$ cat config.mk
export PLATFORM = sky130hd
export DESIGN_NAME = lsu_mem_bridge
export DESIGN_NICKNAME = d
export VERILOG_FILES = /design/src/rtl/lsu_mem_bridge.sv
export SDC_FILE = /design/constraint.sdc
export NUM_CORES = 1
export LEC_CHECK = 0
export CAP_MARGIN = 5
export CELL_PAD_IN_SITES_DETAIL_PLACEMENT = 0
export CELL_PAD_IN_SITES_GLOBAL_PLACEMENT = 2
export CORE_ASPECT_RATIO = 0.9
export CORE_MARGIN = 4
export CORE_UTILIZATION = 27
export DETAILED_ROUTE_END_ITERATION = 8
export PLACE_DENSITY = 0.94
export SYNTH_ARGS = -nofsm -noshare
export SYNTH_HDL_FRONTEND = slang
export SYNTH_SLANG_ARGS = --single-unit
$ cat constraint.sdc
create_clock -name clk -period 9.8 [get_ports clk]
set_clock_uncertainty 0.05 [all_clocks]
set_input_delay 1.96 -clock clk [delete_from_list [all_inputs] [get_ports clk]]
set_output_delay 1.96 -clock clk [all_outputs]
set_load 0.05 [all_outputs]
$ cat src/rtl/lsu_mem_bridge.sv
// lsu_mem_bridge
// Load/store bridge between the single-cycle core's memory port and a
// word-wide request/acknowledge bus with byte enables.
//
// Ports:
//   clk, reset         core clock (rising edge), async active-high reset
//   MemRead, MemWrite  access strobes from the core (both high = store)
//   funct3             access size/sign (B, H, W, BU, HU; 011/110/111 = W)
//   Mem_WrAddr         byte address
//   Mem_WrData         right-aligned store data
//   ReadData           extended load data to the result mux
//   Stall              hold the core while an access is in flight
//   BusErr             sticky timeout flag, cleared only by reset
//   MisalignErr        one-cycle misalignment pulse (trap build only)
//   bus_req/we/addr/wdata/be   outgoing bus request
//   bus_ack/rdata      bus completion strobe and read word
//
// Build option: define MISALIGN_TRAP_EN to trap misaligned H/W accesses
// instead of silently aligning them down.

module lsu_mem_bridge #(
    parameter int TIMEOUT_CYCLES = 16,
    parameter int CNT_W          = 8
) (
    input  logic        clk,
    input  logic        reset,
    input  logic        MemRead,
    input  logic        MemWrite,
    input  logic [2:0]  funct3,
    input  logic [31:0] Mem_WrAddr,
    input  logic [31:0] Mem_WrData,
    output logic [31:0] ReadData,
    output logic        Stall,
    output logic        BusErr,
    output logic        MisalignErr,
    output logic        bus_req,
    output logic        bus_we,
    output logic [31:0] bus_addr,
    output logic [31:0] bus_wdata,
    output logic [3:0]  bus_be,
    input  logic        bus_ack,
    input  logic [31:0] bus_rdata
);

    typedef enum logic [1:0] {IDLE, REQ, DONE} state_t;

    state_t           state, state_nxt;
    logic [CNT_W-1:0] cnt;
    logic [CNT_W-1:0] cnt_inc;
    logic             timeout;
    logic [2:0]       f3_q;     // funct3 of the load in flight
    logic [1:0]       off_q;    // byte lane of the load in flight

    logic             access;
    logic             is_b, is_h;
    logic [1:0]       off;
    logic [3:0]       be;
    logic [31:0]      wdata;
    logic             trap;

    assign access = MemRead | MemWrite;
    assign is_b   = (funct3[1:0] == 2'b00);
    assign is_h   = (funct3[1:0] == 2'b01);

    // Lane offset with the sub-size bits dropped: a misaligned H/W access
    // (untrapped) lands on the naturally aligned container.
    always_comb begin
        off   = 2'b00;
        be    = 4'b1111;
        wdata = Mem_WrData;
        if (is_b) begin
            off   = Mem_WrAddr[1:0];
            be    = 4'b0001 << off;
            wdata = {4{Mem_WrData[7:0]}};
        end else if (is_h) begin
            off   = {Mem_WrAddr[1], 1'b0};
            be    = 4'b0011 << off;
            wdata = {2{Mem_WrData[15:0]}};
        end
    end

`ifdef MISALIGN_TRAP_EN
    assign trap = (is_h & Mem_WrAddr[0]) | (funct3[1] & (|Mem_WrAddr[1:0]));
`else
    assign trap = 1'b0;
    assign MisalignErr = 1'b0;
`endif

    assign cnt_inc = cnt + {{(CNT_W-1){1'b0}}, 1'b1};
    assign timeout = (cnt_inc == CNT_W'(TIMEOUT_CYCLES));

    // bus_req follows the state register, so an async reset drops it at once.
    assign bus_req = (state == REQ);

    function automatic logic [31:0] load_ext(input logic [31:0] w,
                                             input logic [2:0]  f3,
                                             input logic [1:0]  lane);
        logic [31:0] sh;
        sh = w >> {lane, 3'b000};
        case (f3[1:0])
            2'b00:   load_ext = f3[2] ? {24'b0, sh[7:0]}  : {{24{sh[7]}}, sh[7:0]};
            2'b01:   load_ext = f3[2] ? {16'b0, sh[15:0]} : {{16{sh[15]}}, sh[15:0]};
            default: load_ext = w;
        endcase
    endfunction

    always_comb begin
        state_nxt = state;
        Stall     = 1'b0;
        case (state)
            IDLE: begin
                if (access) begin
                    Stall     = 1'b1;
                    state_nxt = trap ? DONE : REQ;
                end
            end
            REQ: begin
                Stall = 1'b1;
                if (bus_ack || timeout)
                    state_nxt = DONE;
            end
            DONE:    state_nxt = IDLE;
            default: state_nxt = IDLE;
        endcase
    end

    always_ff @(posedge clk or posedge reset) begin
        if (reset) begin
            state     <= IDLE;
            cnt       <= '0;
            f3_q      <= 3'b000;
            off_q     <= 2'b00;
            bus_we    <= 1'b0;
            bus_addr  <= 32'h0;
            bus_wdata <= 32'h0;
            bus_be    <= 4'b0000;
            ReadData  <= 32'h0;
            BusErr    <= 1'b0;
`ifdef MISALIGN_TRAP_EN
            MisalignErr <= 1'b0;
`endif
        end else begin
            state <= state_nxt;
`ifdef MISALIGN_TRAP_EN
            MisalignErr <= 1'b0;
`endif
            case (state)
                IDLE: begin
                    cnt <= '0;
                    if (access) begin
                        if (trap) begin
                            ReadData <= 32'h0;
`ifdef MISALIGN_TRAP_EN
                            MisalignErr <= 1'b1;
`endif
                        end else begin
                            bus_addr  <= {Mem_WrAddr[31:2], 2'b00};
                            bus_we    <= MemWrite;
                            bus_be    <= be;
                            bus_wdata <= wdata;
                            f3_q      <= funct3;
                            off_q     <= off;
                        end
                    end
                end
                REQ: begin
                    // An ack wins over a timeout landing on the same cycle.
                    if (bus_ack) begin
                        if (!bus_we)
                            ReadData <= load_ext(bus_rdata, f3_q, off_q);
                    end else if (timeout) begin
                        BusErr   <= 1'b1;
                        ReadData <= 32'h0;
                    end else begin
                        cnt <= cnt_inc;
                    end
                end
                default: cnt <= '0;
            endcase
        end
    end

endmodule

==> results of run 1 <==
-- critical path: stages --
cell and delay [ps]:
sky130_fd_sc_hd__clkdlybuf4s50_1 550, sky130_fd_sc_hd__o21ai_4 80, sky130_fd_sc_hd__nand2_1 70, sky130_fd_sc_hd__clkdlybuf4s50_1 810
-- cell type report --
cell class	instances	area, um^2
tap	250	312.8
multi-input combinational	424	2321
sequential	115	2878
clock buffer	23	467.9
clock inverter	9	81.33
fill	1894	11230
inverter	4	20.02
timing repair buffer	210	2090
-- worst paths after layout --
check                            start            to  slack [ps]
hold reg to reg            bus_addr[3]   bus_addr[3]         420
max in group asynchronous        reset   ReadData[8]        6420
setup reg to reg              off_q[1]  ReadData[30]        7090
min in group asynchronous        reset   bus_addr[4]        1940
hold / removal             bus_addr[3]   bus_addr[3]         420
setup / recovery              MemWrite         Stall        4320
-- metrics by stage --
| step | std cells | area [um^2] | setup slack [ps] |
|---|---|---|---|
| after floorplan | 583 | 5404 | 4620 |
| after global placement | 1003 | 7621 | 4334 |
| after detailed placement | 1003 | 7621 | 4315 |
| after CTS | 1035 | 8170 | 4309 |
| after global routing | 1035 | 8170 | 4276 |
| final | 1035 | 8170 | 4315 |
-- flip-flops by register name (all words and copies together) (netlist names) --
register,cells
bus_wdata,32
cnt,8
bus_we,1
ReadData,32
bus_be,4
BusErr,1
off_q,2
state,2
bus_addr,30
f3_q,3
-- cells in the final DEF (no fill, tap or decap), types with 5 or more instances in the layout --
cell type,Yosys,final
sky130_fd_sc_hd__and3_1,16,16
sky130_fd_sc_hd__a221o_1,6,6
sky130_fd_sc_hd__a21oi_1,26,26
sky130_fd_sc_hd__dfrtp_1,115,115
sky130_fd_sc_hd__a311o_1,15,15
sky130_fd_sc_hd__nor2_1,36,36
sky130_fd_sc_hd__clkbuf_16,0,17
sky130_fd_sc_hd__mux2i_1,34,34
sky130_fd_sc_hd__buf_4,4,5
sky130_fd_sc_hd__o21ai_0,43,43
sky130_fd_sc_hd__o22ai_1,17,17
sky130_fd_sc_hd__clkdlybuf4s50_1,0,205
sky130_fd_sc_hd__nand2_1,180,180
sky130_fd_sc_hd__nand2b_1,7,7
-- report_power, final --
part / internal [uW] / switching [uW]
registers: 684 / 147
logic: 551 / 1150
clock network: 360 / 216
-- per-layer routing --
layer	vias to the layer above	part of all wire (%)	global-route usage [%]
met2	214	43	23.89
met5	-	0	0
met3	14	11	7.753
met4	0	0.96	3.938
met1	2285	44	20.33
li1	2381	-	-
-- logic make-up (layout without fill, tap and decap cells) --
kind of cell	count (synthesis)	count (layout)	synth area share, %
AOI/OAI and AO/OA	120	120	14.51
xor gates and xnor gates	3	3	0.4870
adders and majority gates	1	1	0.2318
buffers and inverters	44	246	4.034
DFF	115	115	53.33
muxes	35	35	6.515
other	1	3	0.06949
and+or+nand+nor	262	262	20.82
==> summary.md, run 1 <==
| Metric | Value |
|---|---|
| Result of the run | `finished, final reports clean` |
| F_max | `0.1823 GHz` |
| Global-route wire length before repair | `27.45 mm` |
| Area share of the largest cell type after synthesis | `53.33%` |
| Number of flops mapped to enable cells by yosys | `0` |
| Starting density of the core | `27.82%` |
| #FFs+latches synth | `115` |
| Power per cell area | `379.9 nW/um^2` |
| Horiz. Die Dim | `157.0 um` |
| Detailed-route wire length per cell | `17.08 um` |
| Number of antenna violations at the first check in global routing | `0` |
| Number of maximum-capacitance violations | `0` |
| Maximum number of pins on one net before global-route repair | `98` |
| Transition time at the pin with the least slew margin | `1026 ps` |
| Number of distinct library cells after synthesis | `45` |
| Main synth FF type | `sky130_fd_sc_hd__dfrtp_1` |
| Leakage power | `0.003646 uW` |
| Async S/R FF share, synth | `100.0%` |
| Cts repair resizes | `0` |
| Floorplan row count | `48` |
| Worst IR Drop VDD | `0.1673 mV` |
| Most area-hungry cell type in the Yosys netlist | `sky130_fd_sc_hd__dfrtp_1` |
| Aggregate negative setup slack | `0 ps` |
| Worst endpoint required time | `7790 ps` |
| Count of cells along the worst hold path | `2` |
| Antenna cells | `0` |
| Post-synth top cells | `sky130_fd_sc_hd__nand2_1, sky130_fd_sc_hd__dfrtp_1, sky130_fd_sc_hd__o21ai_0` |
| Remaining max-slew budget at the tightest pin | `31.60%` |
| Cell count after synthesis | `581` |
| Final wirelength | `17.68 mm` |
| Worst hold slack after final layout | `419.8 ps` |
| Layout cells sized above 1 | `5.987%` |
| Pwr Total | `3104 uW` |
| Cell area after synthesis | `5396 um^2` |
| Number of port buffers | `205` |
| Buffer depth of the longest clock path | `2` |
| Sequential-to-total area share from yosys stat | `53.33%` |
| Initial drt markers | `227` |
| Hold Vio Cnt, Final | `0` |
| Via count of the first global-routing pass | `4900` |
| Mean post-synth cell area | `9.288 um^2` |
| Number of buffers inserted during clock tree synthesis | `17` |
| Number of detailed-routing iterations run before antenna repair | `5` |
| Highest fanout seen on the critical path | `3` |
| Area enclosed by the die boundary | `22320 um^2` |
| Number of clock sinks | `115` |
| Detailed-placement wirelength estimate | `12.19 mm` |
| Reg2Reg Depth | `5` |
| Ys Warns | `0` |
| Vertical die dimension | `142.1 um` |
| Final worst-path cycle share | `55.96%` |
| Routed via count | `4894` |
| Post-route DRC | `0` |
| CTS tree | `done` |
| Nature of the critical path startpoint | `input port` |
| Clock latency at the later pin of the worst-skew pair | `410 ps` |
| Core Region | `19400 um^2` |
| Routed Antenna Nets | `0` |
| RePlAce Congestion | `0.8048` |
| Worst setup EP type | `primary output` |
| Count of pins on the block boundary | `209` |
| Worst EP arrival | `3470 ps` |
| Worst Path Class, Setup | `in -> out` |
| Final Net Count | `877` |
| Cell with the most instances after synthesis | `sky130_fd_sc_hd__nand2_1` |
| Post-synthesis to final-layout area growth | `51.40%` |
| Finish-stage setup viols | `0` |
| Slew Limit Fails | `0` |
| Worst hold-check path type | `reg -> reg` |
| Biggest area contributors in the synthesized netlist | `sky130_fd_sc_hd__dfrtp_1, sky130_fd_sc_hd__nand2_1, sky130_fd_sc_hd__mux2i_1` |
| Post-layout min period | `5485 ps` |
| Ratio of routed vias to standard cells | `4.729` |
| Clock transition at the registers of the reported paths | `50 ps` |
| Final core occ | `42.12%` |
| Number of levels the H-tree was split into | `4` |
| Clock tree root driver cell | `sky130_fd_sc_hd__clkbuf_16` |
| Setup repair bufs after CTS | `0` |
| Overall Global Routing Usage | `15.77%` |
| Overflow after GRT | `0` |
| Unrepaired setup endpoints after global routing | `no` |
| Cts-stage hold buffer count | `0` |
No activity file was read; power rests on OpenSTA's default activity.
==> run 2, diff against run 1 <==
- CORE_UTILIZATION: 27 -> 23
- PLACE_DENSITY: 0.94 -> 0.86
- clock period: 9.8 -> 4.8 ns (I/O delays scaled with it)
==> run 2 against run 1 <==
  * Hold slack worse by 1.5 ps
  * Utilization fell by 5.6 points
  * Largest power group unchanged
  * Die area rose by 16%
  * Total power is 110% higher
  * Cell count grew 4.6%
  * Combinational power rose by 100%
  * Worst setup slack worse by 3000 ps
  * Highest routed layer unchanged
  * Global-route usage decreased by 1.7 points
  * Sequential share of layout area is 0.61 points lower
  * Largest cell class unchanged
  * Sequential cell count unchanged
==> summary.md, run 2 (synthesis results as in run 1) <==
| Metric | Value |
|---|---|
| Buffer depth of the longest clock path | `2 (unchanged)` |
| Post-synthesis to final-layout area growth | `54.09%` |
| Global-route wire length before repair | `28.55 mm (+4.0%)` |
| Pwr Total | `6492 uW (+110%)` |
| Number of levels the H-tree was split into | `4 (unchanged)` |
| Overflow after GRT | `0 (unchanged)` |
| Number of antenna violations at the first check in global routing | `0 (unchanged)` |
| Worst hold-check path type | `reg -> reg` |
| Ratio of routed vias to standard cells | `4.534 (-4.1%)` |
| Count of pins on the block boundary | `209 (unchanged)` |
| Leakage power | `0.003692 uW (+1.3%)` |
| Nature of the critical path startpoint | `input port` |
| Post-layout min period | `3474 ps` |
| Area enclosed by the die boundary | `25980 um^2 (+16%)` |
| RePlAce Congestion | `0.7532 (-6.4%)` |
| Switching power share of the total | `48.22% (-0.38 points)` |
| Transition time at the pin with the least slew margin | `968.5 ps (-57.56 ps)` |
| Worst setup path startpoint | `MemWrite` |
| Setup repair bufs after CTS | `0 (unchanged)` |
| Finish-stage setup viols | `0 (unchanged)` |
| Core Region | `22770 um^2 (+17%)` |
| Combinational share of power | `53.4% (-1.2 points)` |
| Number of buffers inserted during clock tree synthesis | `17 (unchanged)` |
| Worst hold path startpoint | `bus_addr[27]` |
| Slew Limit Fails | `0 (unchanged)` |
| Layout cells sized above 1 | `6.489% (+0.50 points)` |
| CTS tree | `done` |
| Leading cell types in the layout, fill and taps excluded | `sky130_fd_sc_hd__clkdlybuf4s50_1, sky130_fd_sc_hd__nand2_1, sky130_fd_sc_hd__dfrtp_1` |
| Result of the run | `finished, final reports clean` |
| Final Net Count | `878 (+0.11%)` |
| Worst Path Class, Setup | `in -> out` |
| Commonest non-fill, non-tap cell in the layout | `sky130_fd_sc_hd__clkdlybuf4s50_1` |
| Clock tree root driver cell | `sky130_fd_sc_hd__clkbuf_16` |
| Worst IR Drop VDD | `0.3624 mV (+120%)` |
| Unrepaired setup endpoints after global routing | `no` |
| Detailed-route wire length per cell | `16.91 um (-0.99%)` |
| Worst setup EP type | `primary output` |
| Number of clock sinks | `115 (unchanged)` |
| Floorplan row count | `52 (+8.3%)` |
| Post-route setup slack | `1326 ps (-2990 ps)` |
| Post-route standard cell area excluding fillers | `8315 um^2 (+1.8%)` |
| Placement-stage worst setup slack | `1319 ps (-2996 ps)` |
| Placed cell area | `7700 um^2 (+1.0%)` |
| Antenna cells | `0 (unchanged)` |
| Clock transition at the registers of the reported paths | `50 ps (about the same)` |
| Detailed-placement wirelength estimate | `12.85 mm (+5.4%)` |
| Remaining max-slew budget at the tightest pin | `35.43% (+3.8 points)` |
| Number of port buffers | `205 (unchanged)` |
| Horiz. Die Dim | `169.5 um (+7.9%)` |
| Clock latency at the later pin of the worst-skew pair | `420 ps (about the same)` |
| Cts-stage hold buffer count | `0 (unchanged)` |
| Worst flop-to-flop path startpoint | `off_q[1]` |
| Power per cell area | `780.7 nW/um^2 (+110%)` |
| Routed Antenna Nets | `0 (unchanged)` |
| Initial drt markers | `280 (+23%)` |
| Final worst-path cycle share | `72.38%` |
| Via count of the first global-routing pass | `4907 (+0.14%)` |
| Largest registers | `ReadData x32, bus_wdata x32, bus_addr x30` |
| Highest fanout seen on the critical path | `3 (unchanged)` |
| Routed via count | `4910 (+0.33%)` |
| Slack of the worst reg-to-reg path | `2180 ps (-4910 ps)` |
| Post-route DRC | `0 (unchanged)` |
| Number of maximum-capacitance violations | `0 (unchanged)` |
| Worst endpoint required time | `3790 ps (-4000 ps)` |
| Hold Vio Cnt, Final | `0 (unchanged)` |
| Clk pwr share | `20.4% (+1.8 points)` |
| Cts repair resizes | `0 (unchanged)` |
| Maximum number of pins on one net before global-route repair | `98 (unchanged)` |
| Reported net switching power | `3130 uW (+110%)` |
| Final wirelength | `18.31 mm (+3.6%)` |
| Starting density of the core | `23.70% (-4.1 points)` |
| Aggregate negative setup slack | `0 ps (unchanged)` |
| Final core occ | `36.52% (-5.6 points)` |
| Worst EP arrival | `2460 ps (-1010 ps)` |
| Fraction of power consumed by sequential logic | `26.1% (-0.7 points)` |
| Number of detailed-routing iterations run before antenna repair | `5 (unchanged)` |
| Vertical die dimension | `153.3 um (+7.9%)` |
| F_max | `0.2878 GHz` |
| Overall Global Routing Usage | `14.03% (-1.7 points)` |
| Internal power of the cells | `3361 uW (+110%)` |
## run 2: layer usage
metal | GRT usage, % | wire [um]
met5 | 0 | 0
met4 | 3.756 | 127
met3 | 5.966 | 1802
met2 | 21.37 | 8334
met1 | 18.33 | 8047
## run 2: worst paths after layout
check | end | cells after the start
worst max register to register | ReadData[17] | 5
worst min-delay path | bus_addr[27] | 2
min in group asynchronous | bus_addr[8] | 2
max in group asynchronous | ReadData[8] | 3
worst max-delay path | Stall | 4
worst min register to register | bus_addr[27] | 2
## run 2: area by class of cell
type                    count  area (um^2)
multi-input cells         424         2321
clock inverters            13        172.7
inverters                   4        20.02
clock buffers              19        442.9
well taps                 297        371.6
fillers                  2328        14460
repair buffers            211         2110
flip-flops and latches    115         2878
## run 2: power by group through the flow
stage	Combinational, uW	Clock [uW]	Sequential, uW
final	3470	1330	1700
after global routing	3700	1420	1760
after CTS	3520	1370	1700
after detailed placement	3510	0	1700
after global placement	3500	0	1700
after floorplan	975	0	3000
## run 2: critical path: stages
cell and delay, ps:
sky130_fd_sc_hd__clkdlybuf4s50_1 540, sky130_fd_sc_hd__o21ai_4 80, sky130_fd_sc_hd__nand2_1 70, sky130_fd_sc_hd__clkdlybuf4s50_1 810
## run 2: metrics by stage
stage / instances / hold WS, ps
6_report: 1083 / 418.2
5_1_grt: 1083 / 438.5
4_1_cts: 1083 / 424.8
3_5_place_dp: 1051 / 406.5
3_3_place_gp: 1051 / 405.5
2_1_floorplan: 583 / 447.8
==> run 3, diff against run 2 <==
- clock period: 4.8 -> 3 ns (I/O delays scaled with it)
==> run 3 against run 2 <==
  * Clock-buffer cell count is the same
  * Cell count grew 0.92%
  * Sequential share of layout area shrank 0.39 points
  * Hold slack gained 1.7 ps
  * Die area is the same
  * Clock power grew 59%
  * Register-to-register slack lost 1400 ps
  * Total power grew 61%
  * Via count grew 1.2%
  * First-iteration DRC count grew 24%
  * Critical path depth shrank 1
  * Critical path type is now reg -> out
  * Highest routed layer is now met5
==> summary.md, run 3 (synthesis results as in run 1) <==
| Metric | Value |
|---|---|
| Result of the run | `finished, final reports clean` |
| Final worst-path cycle share | `84.93%` |
| Unrepaired setup endpoints after global routing | `no` |
| Area enclosed by the die boundary | `25980 um^2 (unchanged)` |
| Setup repair bufs after CTS | `0 (unchanged)` |
| Detailed-placement wirelength estimate | `13.39 mm (+4.2%)` |
| Via count of the first global-routing pass | `4934 (+0.55%)` |
| Overflow after GRT | `0 (unchanged)` |
| Slew Limit Fails | `0 (unchanged)` |
| Detailed-route wire length per cell | `17.10 um (+1.1%)` |
| Number of port buffers | `205 (unchanged)` |
| Largest registers | `ReadData x32, bus_wdata x32, bus_addr x30` |
| Worst hold slack after final layout | `419.9 ps (+1.691 ps)` |
| Worst endpoint required time | `2350 ps (-1440 ps)` |
| Worst flop-to-flop path startpoint | `state[1]` |
| Aggregate negative setup slack | `0 ps (unchanged)` |
| Family with the most delay on the worst path | `buffers and inverters` |
| Global-route wire length before repair | `29.24 mm (+2.4%)` |
| Ratio of routed vias to standard cells | `4.545 (+0.26%)` |
| Count of pins on the block boundary | `209 (unchanged)` |
| Worst hold-check path type | `reg -> reg` |
| Worst hold path startpoint | `bus_wdata[0]` |
| Clock latency at the later pin of the worst-skew pair | `410 ps (about the same)` |
| Horiz. Die Dim | `169.5 um (unchanged)` |
| Routed via count | `4968 (+1.2%)` |
| Leakage power | `0.003743 uW (+1.4%)` |
| Post-synthesis to final-layout area growth | `55.85%` |
| Final Net Count | `888 (+1.1%)` |
| Number of detailed-routing iterations run before antenna repair | `5 (unchanged)` |
| Total instance count after detailed placement | `1061 (+0.95%)` |
| Cell Chain, Critical Path | `nand2b_1, inv_1, clkdlybuf4s50_1` |
| Clock transition at the registers of the reported paths | `60 ps (about the same)` |
| Transition time at the pin with the least slew margin | `881.4 ps (-87.07 ps)` |
| Finish-stage setup viols | `0 (unchanged)` |
| Initial drt markers | `348 (+24%)` |
| Post-route DRC | `0 (unchanged)` |
| Maximum number of pins on one net before global-route repair | `116 (+18%)` |
| Met3 usage | `5.863% (-0.10 points)` |
| Stage delay of the slowest cell on the critical path | `830 ps (+20 ps)` |
| Met1 GRT Util | `18.91% (+0.58 points)` |
| Antenna cells | `0 (unchanged)` |
| Sum of buffers and inverters on the critical path | `2 (unchanged)` |
| Starting density of the core | `23.70% (unchanged)` |
| Core Region | `22770 um^2 (unchanged)` |
| Number of maximum-capacitance violations | `0 (unchanged)` |
| Number of levels the H-tree was split into | `4 (unchanged)` |
| Cts-stage hold buffer count | `0 (unchanged)` |
| Highest fanout seen on the critical path | `5 (+2)` |
| Placed cell area | `7799 um^2 (+1.3%)` |
| Worst setup EP type | `primary output` |
| Routed Antenna Nets | `0 (unchanged)` |
| Worst setup path startpoint | `state[1]` |
| Nature of the critical path startpoint | `flip-flop` |
| RePlAce Congestion | `0.7935 (+5.4%)` |
| Hold Vio Cnt, Final | `0 (unchanged)` |
| Most crowded layer after global routing | `met2` |
| CTS tree | `done` |
| Worst EP arrival | `1900 ps (-560 ps)` |
| Worst path slowest cell | `sky130_fd_sc_hd__clkdlybuf4s50_1` |
| Met2 GRT Util | `21.73% (+0.36 points)` |
| Remaining max-slew budget at the tightest pin | `41.24% (+5.8 points)` |
| Overall Global Routing Usage | `14.41% (+0.38 points)` |
| Number of antenna violations at the first check in global routing | `1 (+1)` |
| Finished Layout Cells | `1093 (+0.92%)` |
| Vertical die dimension | `153.3 um (unchanged)` |
| Commonest non-fill, non-tap cell in the layout | `sky130_fd_sc_hd__clkdlybuf4s50_1` |
| Final wirelength | `18.69 mm (+2.1%)` |
| Power per cell area | `1246 nW/um^2 (+60%)` |
| Post-layout min period | `2548 ps` |
| Number of buffers inserted during clock tree synthesis | `17 (unchanged)` |
| F_max | `0.3925 GHz` |
| Post-route standard cell area excluding fillers | `8411 um^2 (+1.1%)` |
| Worst IR Drop VDD | `0.6046 mV (+67%)` |
| Number of clock sinks | `115 (unchanged)` |
| Leading cell types in the layout, fill and taps excluded | `sky130_fd_sc_hd__clkdlybuf4s50_1, sky130_fd_sc_hd__nand2_1, sky130_fd_sc_hd__dfrtp_1` |
| Cts repair resizes | `0 (unchanged)` |
| Buffer depth of the longest clock path | `2 (unchanged)` |
| Layout cells sized above 1 | `7.915% (+1.4 points)` |
| Worst Path Class, Setup | `reg -> out` |
| Floorplan row count | `52 (unchanged)` |
| Clock tree root driver cell | `sky130_fd_sc_hd__clkbuf_16` |
run 3: path summary, 6_finish.rpt:
check / to / slack (ps) / depth (start not counted)
setup / recovery: bus_req / 450 / 3
hold / removal: bus_wdata[0] / 420 / 2
setup reg to reg: ReadData[20] / 800 / 5
hold reg to reg: bus_wdata[0] / 420 / 2
max in group asynchronous: bus_addr[28] / 1750 / 3
min in group asynchronous: bus_we / 680 / 3
run 3: stage by stage:
| stage | util, % | setup WS, ps | power [uW] |
|---|---|---|---|
| floorplan | - | 539.5 | 6355 |
| global placement | 34.25 | 236.4 | 8417 |
| detailed placement | 34.25 | 236.5 | 8443 |
| CTS | 36.93 | 401.5 | 10630 |
| global route | 36.93 | 351.5 | 11100 |
| finish | 36.93 | 452.0 | 10480 |
run 3: where the power goes:
group | internal, uW | leakage (uW) | switching (uW) | total [uW]
Clock | 1350 | 0.000295 | 767 | 2110
Combinational | 1870 | 0.00201 | 3780 | 5650
Sequential | 2240 | 0.00144 | 484 | 2720
Total | 5450 | 0.00374 | 5030 | 10500
run 3: final cells by class:
cell class | instances | area, um^2
Sequential cell | 115 | 2878
Multi-Input combinational cell | 424 | 2321
Clock inverter | 13 | 158.9
Tap cell | 297 | 371.6
Timing Repair Buffer | 221 | 2207
Clock buffer | 19 | 452.9
Fill cell | 2348 | 14360
Inverter | 4 | 21.27
run 3: per-layer routing:
layer / vias to the layer above / wire, um / part of all wire (%)
met3: 18 / 1863 / 10
met4: 2 / 248 / 1.3
met1: 2358 / 8289 / 44
met5: - / 11 / 0.059
li1: 2403 / - / -
met2: 187 / 8276 / 44
run 3: tightest hold or removal path, cell delays in order, from the launching register on:
cell and delay (ps):
sky130_fd_sc_hd__dfrtp_1 340, sky130_fd_sc_hd__nand2_1 50, sky130_fd_sc_hd__nand2_1 50
